$ cat src/rtl/guess_game_pkg.sv
// Shared encodings for the guessing-game round controller: result codes, FSM states, status LEDs.
package guess_game_pkg;

    localparam logic [1:0] CMP_NONE    = 2'b00;
    localparam logic [1:0] CMP_UP      = 2'b01;
    localparam logic [1:0] CMP_DOWN    = 2'b10;
    localparam logic [1:0] CMP_CORRECT = 2'b11;

    typedef enum logic [2:0] {
        ST_IDLE,
        ST_SEED,
        ST_PLAY,
        ST_CMP,
        ST_WIN,
        ST_LOSE
    } state_t;

    // game_status is one-hot {LOSE, WIN, PLAYING}
    localparam logic [2:0] GS_NONE    = 3'b000;
    localparam logic [2:0] GS_PLAYING = 3'b001;
    localparam logic [2:0] GS_WIN     = 3'b010;
    localparam logic [2:0] GS_LOSE    = 3'b100;

endpackage

$ cat src/rtl/guess_round_sequencer_if.sv
// Player, random-generator and display signals of the round controller.
// HINT_RANGE_EN adds the range_lo/range_hi hint outputs.
interface guess_round_sequencer_if #(
    parameter int NUM_W = 7
);
    logic             start_game;
    logic             guess_trigger;
    logic [NUM_W-1:0] user_number;
    logic [NUM_W-1:0] rng_value;
    logic             rng_valid;
    logic             rng_req;
    logic [NUM_W-1:0] actual_number;
    logic [1:0]       comparison_result;
    logic [3:0]       attempts;
    logic [2:0]       game_status;
    logic             game_over;
`ifdef HINT_RANGE_EN
    logic [NUM_W-1:0] range_lo;
    logic [NUM_W-1:0] range_hi;
`endif

    modport master (
        output start_game, guess_trigger, user_number, rng_value, rng_valid,
        input  rng_req, actual_number, comparison_result, attempts, game_status, game_over
`ifdef HINT_RANGE_EN
        , input range_lo, range_hi
`endif
    );

    modport slave (
        input  start_game, guess_trigger, user_number, rng_value, rng_valid,
        output rng_req, actual_number, comparison_result, attempts, game_status, game_over
`ifdef HINT_RANGE_EN
        , output range_lo, range_hi
`endif
    );

endinterface

$ cat src/rtl/guess_round_sequencer_edge_pulse.sv
// One-register rising-edge detector; pulse is combinational, same cycle as the rising input.
module edge_pulse (
    input  logic clk,
    input  logic reset,
    input  logic din,
    output logic pulse
);

    logic din_q;

    // Reset absorbs the current level so a button held through reset is not seen as an edge.
    always_ff @(posedge clk) begin
        if (reset) din_q <= din;
        else       din_q <= din;
    end

    assign pulse = din & ~din_q;

endmodule

$ cat src/rtl/guess_round_sequencer.sv
// Round controller: seeds a secret, scores guesses (result 2 cycles after the guess edge), declares win/loss.
// Optional HINT_RANGE_EN tracks a narrowing [range_lo, range_hi] window and rejects guesses outside it.
module guess_round_sequencer
    import guess_game_pkg::*;
#(
    parameter int NUM_W        = 7,
    parameter int MAX_VALUE    = 99,
    parameter int MAX_ATTEMPTS = 7
) (
    input  logic                    clk,
    input  logic                    reset,
    guess_round_sequencer_if.slave  io
);

    localparam logic [NUM_W-1:0] MAX_V   = NUM_W'(MAX_VALUE);
    localparam logic [3:0]       MAX_ATT = 4'(MAX_ATTEMPTS);

    state_t           state, state_nxt;
    logic             start_evt, guess_evt;
    logic [NUM_W-1:0] secret_q, guess_q;
    logic [1:0]       result_q, cmp_res;
    logic [3:0]       attempts_q, attempts_inc;
    logic             rng_ok, guess_ok, restart;
    logic             rng_req;
    logic [2:0]       game_status;

    edge_pulse u_start_edge (.clk(clk), .reset(reset), .din(io.start_game),    .pulse(start_evt));
    edge_pulse u_guess_edge (.clk(clk), .reset(reset), .din(io.guess_trigger), .pulse(guess_evt));

    assign rng_ok  = io.rng_valid && (io.rng_value <= MAX_V);
    assign restart = start_evt && (state != ST_CMP);

`ifdef HINT_RANGE_EN
    logic [NUM_W-1:0] lo_q, hi_q;
    assign guess_ok    = (io.user_number <= MAX_V) && (io.user_number >= lo_q) && (io.user_number <= hi_q);
    assign io.range_lo = lo_q;
    assign io.range_hi = hi_q;
`else
    assign guess_ok = (io.user_number <= MAX_V);
`endif

    always_comb begin
        cmp_res = CMP_DOWN;
        if (guess_q == secret_q)     cmp_res = CMP_CORRECT;
        else if (guess_q < secret_q) cmp_res = CMP_UP;
        attempts_inc = (attempts_q >= MAX_ATT) ? MAX_ATT : attempts_q + 4'd1;
    end

    always_ff @(posedge clk) begin
        if (reset) state <= ST_IDLE;
        else       state <= state_nxt;
    end

    always_comb begin
        state_nxt   = state;
        rng_req     = 1'b0;
        game_status = GS_NONE;
        case (state)
            ST_IDLE: if (start_evt) state_nxt = ST_SEED;
            ST_SEED: begin
                rng_req = 1'b1;
                if (start_evt)   state_nxt = ST_SEED;
                else if (rng_ok) state_nxt = ST_PLAY;
            end
            ST_PLAY: begin
                game_status = GS_PLAYING;
                if (start_evt)                  state_nxt = ST_SEED;
                else if (guess_evt && guess_ok) state_nxt = ST_CMP;
            end
            ST_CMP: begin
                if (cmp_res == CMP_CORRECT)     state_nxt = ST_WIN;
                else if (attempts_inc == MAX_ATT) state_nxt = ST_LOSE;
                else                            state_nxt = ST_PLAY;
            end
            ST_WIN: begin
                game_status = GS_WIN;
                if (start_evt) state_nxt = ST_SEED;
            end
            ST_LOSE: begin
                game_status = GS_LOSE;
                if (start_evt) state_nxt = ST_SEED;
            end
            default: state_nxt = ST_IDLE;
        endcase
    end

    // Datapath; a restart outranks any guess or seed arriving in the same cycle.
    always_ff @(posedge clk) begin
        if (reset) begin
            secret_q   <= '0;
            guess_q    <= '0;
            result_q   <= CMP_NONE;
            attempts_q <= '0;
`ifdef HINT_RANGE_EN
            lo_q       <= '0;
            hi_q       <= MAX_V;
`endif
        end else if (restart) begin
            result_q   <= CMP_NONE;
            attempts_q <= '0;
`ifdef HINT_RANGE_EN
            lo_q       <= '0;
            hi_q       <= MAX_V;
`endif
        end else begin
            case (state)
                ST_SEED: if (rng_ok) secret_q <= io.rng_value;
                ST_PLAY: begin
                    if (guess_evt) begin
                        if (guess_ok) guess_q  <= io.user_number;
                        else          result_q <= CMP_NONE;
                    end
                end
                ST_CMP: begin
                    result_q   <= cmp_res;
                    attempts_q <= attempts_inc;
`ifdef HINT_RANGE_EN
                    // guess lies inside [lo, hi], so these updates can only narrow the window
                    if (cmp_res == CMP_UP)   lo_q <= guess_q + NUM_W'(1);
                    if (cmp_res == CMP_DOWN) hi_q <= guess_q - NUM_W'(1);
`endif
                end
                default: ;
            endcase
        end
    end

    assign io.rng_req           = rng_req;
    assign io.actual_number     = secret_q;
    assign io.comparison_result = result_q;
    assign io.attempts          = attempts_q;
    assign io.game_status       = game_status;
    assign io.game_over         = (state == ST_WIN) || (state == ST_LOSE);

endmodule
$ cat src/flat_wrapper.sv
// flat-port wrapper written by rule: the top's interface ports become plain ports
module guess_round_sequencer_flat import guess_game_pkg::*;
#(
    parameter int NUM_W        = 7,
    parameter int MAX_VALUE    = 99,
    parameter int MAX_ATTEMPTS = 7
)
  (clk, reset, io_start_game, io_guess_trigger, io_user_number, io_rng_value, io_rng_valid, io_rng_req, io_actual_number, io_comparison_result, io_attempts, io_game_status, io_game_over);
  guess_round_sequencer_if #(.NUM_W(NUM_W)) io_i ();
  input  logic clk;
  input  logic reset;
  input wire logic [$bits(io_i.start_game)-1:0] io_start_game;
  input wire logic [$bits(io_i.guess_trigger)-1:0] io_guess_trigger;
  input wire logic [$bits(io_i.user_number)-1:0] io_user_number;
  input wire logic [$bits(io_i.rng_value)-1:0] io_rng_value;
  input wire logic [$bits(io_i.rng_valid)-1:0] io_rng_valid;
  output wire logic [$bits(io_i.rng_req)-1:0] io_rng_req;
  output wire logic [$bits(io_i.actual_number)-1:0] io_actual_number;
  output wire logic [$bits(io_i.comparison_result)-1:0] io_comparison_result;
  output wire logic [$bits(io_i.attempts)-1:0] io_attempts;
  output wire logic [$bits(io_i.game_status)-1:0] io_game_status;
  output wire logic [$bits(io_i.game_over)-1:0] io_game_over;
  assign io_i.start_game = io_start_game;
  assign io_i.guess_trigger = io_guess_trigger;
  assign io_i.user_number = io_user_number;
  assign io_i.rng_value = io_rng_value;
  assign io_i.rng_valid = io_rng_valid;
  assign io_rng_req = io_i.rng_req;
  assign io_actual_number = io_i.actual_number;
  assign io_comparison_result = io_i.comparison_result;
  assign io_attempts = io_i.attempts;
  assign io_game_status = io_i.game_status;
  assign io_game_over = io_i.game_over;
  guess_round_sequencer #(.NUM_W(NUM_W), .MAX_VALUE(MAX_VALUE), .MAX_ATTEMPTS(MAX_ATTEMPTS)) u_core (.clk(clk), .reset(reset), .io(io_i));
endmodule
$ cat config.mk
export PLATFORM = sky130hd
export DESIGN_NAME = guess_round_sequencer_flat
export DESIGN_NICKNAME = d
export VERILOG_FILES = /design/src/rtl/guess_game_pkg.sv /design/src/rtl/guess_round_sequencer_if.sv /design/src/rtl/guess_round_sequencer_edge_pulse.sv /design/src/rtl/guess_round_sequencer.sv /design/src/flat_wrapper.sv
export SDC_FILE = /design/constraint.sdc
export NUM_CORES = 1
export LEC_CHECK = 0
export ABC_AREA = 1
export CAP_MARGIN = 20
export CORE_MARGIN = 4
export CORE_UTILIZATION = 51
export CTS_CLUSTER_SIZE = 8
export DETAILED_ROUTE_END_ITERATION = 16
export GPL_ROUTABILITY_DRIVEN = 0
export PLACE_DENSITY = 0.93
export SETUP_SLACK_MARGIN = 0.2
export SKIP_LAST_GASP = 1
export SLEW_MARGIN = 0
export SYNTH_ARGS = -nofsm -noshare
export SYNTH_HDL_FRONTEND = slang
export SYNTH_HIERARCHICAL = 1
export SYNTH_SLANG_ARGS = --single-unit
export TNS_END_PERCENT = 1
$ cat constraint.sdc
create_clock -name clk -period 2.1 [get_ports clk]
set_clock_uncertainty 0.15 [all_clocks]
set_input_delay 0.63 -clock clk [delete_from_list [all_inputs] [get_ports clk]]
set_output_delay 0.63 -clock clk [all_outputs]
set_load 0.01 [all_outputs]
### Word level (Yosys, flattened, before mapping)

Index checks and enable logic that the tools add are counted.

* bits in registers: 25
* output and inout port bits: 18
* logic and storage cells: 59

* $lt $le $gt $ge: 4
* eq/ne operators: 14
* reduce and logical (&&, ||, !) cells: 12
* bitwise logic cells: 5
* add/subtract/negate cells: 1
* mux-type cells: 16

Operators with widths (count)
* 2-to-1 mux 3 bit: 7
* <= comparator 7 bit (second input constant): 2
* one-hot mux 3 bit (4 select lines): 1
* one-hot mux 3 bit (3 select lines): 1
* AND reduction 3 bit: 3
* 2-to-1 mux 2 bit: 4
* == test 7 bit: 1
* < comparator 7 bit: 1
* == test 3 x 2 -> 1 bit (second input constant): 2
* == test 3 bit (second input constant): 2
* != test 3 x 1 -> 1 bit (second input constant): 2
* adder 4 x 1 -> 4 bit (second input constant): 1
* == test 4 x 3 -> 1 bit (second input constant): 1
* >= comparator 4 x 3 -> 1 bit (second input constant): 1
* 2-to-1 mux 4 bit: 1
* != test 2 x 1 -> 1 bit (second input constant): 2
* one-hot mux 2 bit (2 select lines): 1
* AND reduction 4 bit: 1
* == test 3 x 1 -> 1 bit (second input constant): 1
* logical AND 1 bit: 3
* logical NOT 3 bit: 1
* != test 3 x 2 -> 1 bit (second input constant): 1
* NOT 1 bit: 3
* OR reduction 3 bit: 1
* other kinds (7): 8

### Depth between registers and ports, before layout

* depth after elaboration: 6
* depth in mapped cells: 9
* gate-level depth less buffers: 9

### Cells and area by module

The synthesis kept the hierarchy.

By module, submodules not included
* guess_round_sequencer: instances 1, area each 1266.2 um^2, cells each 180, seq. area each 460.4 um^2
* edge_pulse: instances 2, area each 30.0 um^2, cells each 3, seq. area each 20.0 um^2

### Least setup slack after synthesis

OpenSTA, ideal clock, no wires.

* path type: in2reg
* from: input port io_start_game
* to: register u_core.secret_q[3] (netlist: u_core/io.actual_number[3])
* arrival: 1303 ps
* cell stages on the path: 7
* data required time: 1831 ps
* path slack: 528 ps
* cell sequence: inv_1 -> nor2_2 -> nor2_1 -> nand3_2 -> buf_6 -> o21ai_0 -> a21oi_1

* longest elaborated chain between the ends: 4

Ends and longest elaborated chain
* start, declared: line flat_wrapper.sv:12 `input wire logic [$bits(io_i.start_game)-1:0] io_start_game;`
* AND 1 bit: line guess_round_sequencer_edge_pulse.sv:17 `assign pulse = din & ~din_q;`
* named net u_core.start_evt: line guess_round_sequencer.sv:19 `logic start_evt, guess_evt;`
* logical AND 1 bit: line guess_round_sequencer.sv:31 `assign restart = start_evt && (state != ST_CMP);`
* NOT 1 bit (no source line)
* AND reduction 3 bit (no source line)
* end signal, assigned: line guess_round_sequencer.sv:107 `ST_SEED: if (rng_ok) secret_q <= io.rng_value;`
* end, declared: line guess_round_sequencer.sv:20 `logic [NUM_W-1:0] secret_q, guess_q;`

The timed path passes the listed nets, and every way through them passes these cells.
A chain may end at the register's enable or synchronous reset.

### Worst setup path after layout

* from: register u_core.attempts_q[3] (netlist: u_core/io.attempts[3])
* to: output port io_attempts[3]

RTL lines
* start, declared: line guess_round_sequencer.sv:22 `logic [3:0] attempts_q, attempts_inc;`
* start signal, assigned: line guess_round_sequencer.sv:116 `attempts_q <= attempts_inc;`
* end, declared: line flat_wrapper.sv:20 `output wire logic [$bits(io_i.attempts)-1:0] io_attempts;`

No word-level cell between the ends.

==> Flow_metrics.wiki <==
{| class="wikitable"
! Metric !! Value
|-
| Final setup viols || 0
|-
| Most frequent cells in the layout || nand2_1, clkdlybuf4s50_1, inv_1
|-
| Fill cell instance count of the final layout || 202
|-
| Signal arrival time at the worst endpoint || 1.22 ns
|-
| Initial core utilization || 0.5354
|-
| Most frequently used flop master after synthesis || dfxtp_1
|-
| Required time of the worst setup path || between 1 and 1.5 ns
|-
| Initial antenna violation count || 0
|-
| Final Net Count || 259
|-
| Slowest-stage cell, CP || clkdlybuf4s50_1
|-
| Fin. Hold Viols || 0
|-
| Maximum cell stage delay along the critical path || 0.54 ns
|-
| Area occupied by registers || 515.5 sq um
|-
| Total detailed-routing wirelength || 2.952 mm
|-
| Clock insertion delay at the later pin of the skew report || 0.31 ns
|-
| Status || complete, no violations
|-
| CTS buffer count || 3
|-
| Areal power density over the cells || 511.3 nW/um^2
|-
| Register area share after synthesis || 0.3774
|-
| Post-Route Utilization || 0.7247
|-
| First-pass GRT wire length || around 5 mm
|-
| # diodes || 0
|-
| Number of vias in the routed layout || ~1,300
|-
| Register clock-pin slew on the reported worst setup and hold paths || 0.13 ns
|-
| Cell area after technology mapping || 1326 sq um
|-
| Remaining DRCs || 0
|-
| Die width || 59.00 um
|-
| Max Cap Violations || 0
|-
| Sum Neg Setup Slack || 0 ns
|-
| Total leakage power || roughly 0.8 nW
|-
| Post-synthesis cell count || 186
|-
| Maximum number of pins on one net before global-route repair || 15
|-
| Seq cells post-synth || 25
|-
| Fin. max-slew vios || 0
|-
| Multi-input gate area in the final layout || about 700 sq um
|-
| CTS H-tree depth || 1
|-
| VDD IR-drop max || 589.7 uV
|-
| Number of search-and-repair iterations in the first detailed-routing pass || 4
|-
| Drt via density || 5.088
|-
| Count of input and output buffers || 36
|-
| Worst Setup End Kind || primary output
|-
| Share of the clock period used by the worst path after layout || 0.9520
|-
| Fraction of registers with async set/reset || 0
|-
| Clock tree from TritonCTS || yes
|-
| Full die area || 3480 sq um
|-
| Clock Tree Buf Depth || 2
|-
| Class of the tightest hold or removal check || reg2reg
|-
| Number of clock sinks seen by CTS || 25
|-
| Number of synthesis warnings || 6
|-
| Actual slew at the worst max-slew pin || 0.2875 ns
|-
| DP HPWL || around 2.3 mm
|-
| Avg Synthesized Cell Area || 7.130 sq um
|-
| Critical path startpoint category || register
|-
| Global-route usage over all layers || 0.1906
|-
| RSZ-0062 raised after global routing || yes
|-
| Share of layout cells above drive strength 1 || 0.1732
|-
| Net Count, Synth || 213
|-
| Sequence of cells on the critical path || clkdlybuf4s50_1
|-
| Crit path max-delay family || buffers and inverters
|-
| Number of flops mapped to enable cells by yosys || 0
|-
| Antenna violation net count after detailed routing || 0
|-
| Syn-to-layout area delta || 35.38%
|-
| Number of rows in the core area || 18
|-
| Clock root buffer master || clkbuf_4
|-
| Critical path fanouts, max || 4
|-
| Remaining global-route overflow || 0
|-
| Number of global-route vias before repair || 1,253
|-
| Post-placement worst setup slack || -0.08800 ns
|-
| CTS hold repair buffers || 0
|-
| Final worst path period need || 1.999 ns
|-
| Crit Path Category || reg2out
|-
| Bufs and invs on worst path || 1
|-
| Most common cell after layout, fill and taps aside || nand2_1
|-
| Total I/O pin count || 37
|-
| Synth cell types || 24
|-
| Detailed-route wire length per cell || 11.31 um
|-
| Die Span Y || 59.00 um
|-
| Violation count after the first detailed-route iteration || 32
|-
| Highest achievable clock rate || approximately 500 MHz
|-
| Total design power || 0.0009180 W
|-
| Fin worst setup slack || 0.1008 ns
|-
| Headroom to the max-slew limit || 0.8083
|-
| Core region area || ~2500 sq um
|}
[tightest hold or removal path: cells and delay by family (launching register included)]
kind | cells | cell delay (ns)
AO/OA/AOI/OAI | 1 | 0.05
flip-flops | 1 | 0.35
buffers and inverters | 1 | 0.05
[flip-flops by register name (all words and copies together), names as in the netlist]
name	cells
u_core/io.comparison_result	2
u_core/u_guess_edge/din_q	1
u_core/state	3
u_core/u_start_edge/din_q	1
u_core/io.attempts	4
u_core/io.actual_number	7
u_core/guess_q	7
[where the power goes]
| group | switching [W] | leakage (nW) | internal [W] | total (W) |
|---|---|---|---|---|
| clock | 0.000139 | 0.0150 | 0.0000743 | 0.000213 |
| sequential | 0.0000114 | 0.207 | 0.000489 | 0.000500 |
| combinational | 0.000107 | 0.590 | 0.0000970 | 0.000204 |
| total | 0.000258 | 0.812 | 0.000660 | 0.000918 |
[layer usage]
metal  GRT usage  vias to the layer above  share of wire
li1            -                      696              -
met5           0                        -              0
met1      0.2385                      593           0.46
met2      0.3249                       35           0.47
met4     0.04531                        0         0.0085
met3     0.05229                        4          0.059
[Yosys cell counts (2+ instances only)]
cell	number	share of area
nand3_1	8	0.030
nor2_2	2	0.0094
o21ai_0	16	0.060
nor3_1	3	0.011
o21ai_2	2	0.013
a21oi_1	17	0.064
nor2_4	2	0.017
nand2_1	34	0.096
inv_1	27	0.076
dfxtp_1	25	0.38
nor2_1	25	0.071
nand2_2	4	0.019
nand3_2	2	0.015
ha_1	8	0.075
inv_2	2	0.0057
[worst paths after layout]
check | to | startpoint | cells after the start | slack (ns)
hold reg to reg | u_core/io.actual_number[0]$_SDFFE_PP0P_ | u_core/io.actual_number[0]$_SDFFE_PP0P_ | 2 | 0.32
setup / recovery | io_attempts[3] | u_core/io.attempts[3]$_SDFFE_PP0P_ | 1 | 0.10
hold / removal | u_core/io.actual_number[0]$_SDFFE_PP0P_ | u_core/io.actual_number[0]$_SDFFE_PP0P_ | 2 | 0.32
setup reg to reg | u_core/io.actual_number[1]$_SDFFE_PP0P_ | u_core/state[2]$_SDFFE_PP0P_ | 7 | 0.44
[metrics by stage]
stage,std cells,area [sq um],hold WS (ns)
after floorplan,186,1326,0.2831
after global placement,256,1754,0.3024
after detailed placement,256,1754,0.3133
after CTS,261,1802,0.3194
after global routing,261,1795,0.3505
final,261,1795,0.3179
[layout make-up]
type,instances,area share
Clock buffer,4,0.01463
Inverter,30,0.06341
Multi-Input combinational cell,129,0.3895
Sequential cell,25,0.2871
Tap cell,30,0.02091
Timing Repair Buffer,43,0.2244
[cells by family after synthesis]
| group | Yosys count | synth area share |
|---|---|---|
| AO/OA/AOI/OAI | 39 | 0.1613 |
| adder cells (fa/ha/maj) | 8 | 0.07547 |
| buffers and inverters | 32 | 0.09717 |
| flip-flops | 25 | 0.3774 |
| AND/OR/NAND/NOR | 82 | 0.2887 |
[repair_timing]
action / in CTS / in global routing
setup endpoints to repair: 18 / 22
pin swaps: 0 / 0
gates resized for setup: 20 / 5
cloned: 0 / 0
endpoints found under the hold margin: 0 / 0
setup buffers: 1 / 0
Note: power is estimated with default switching activity, not from simulation.
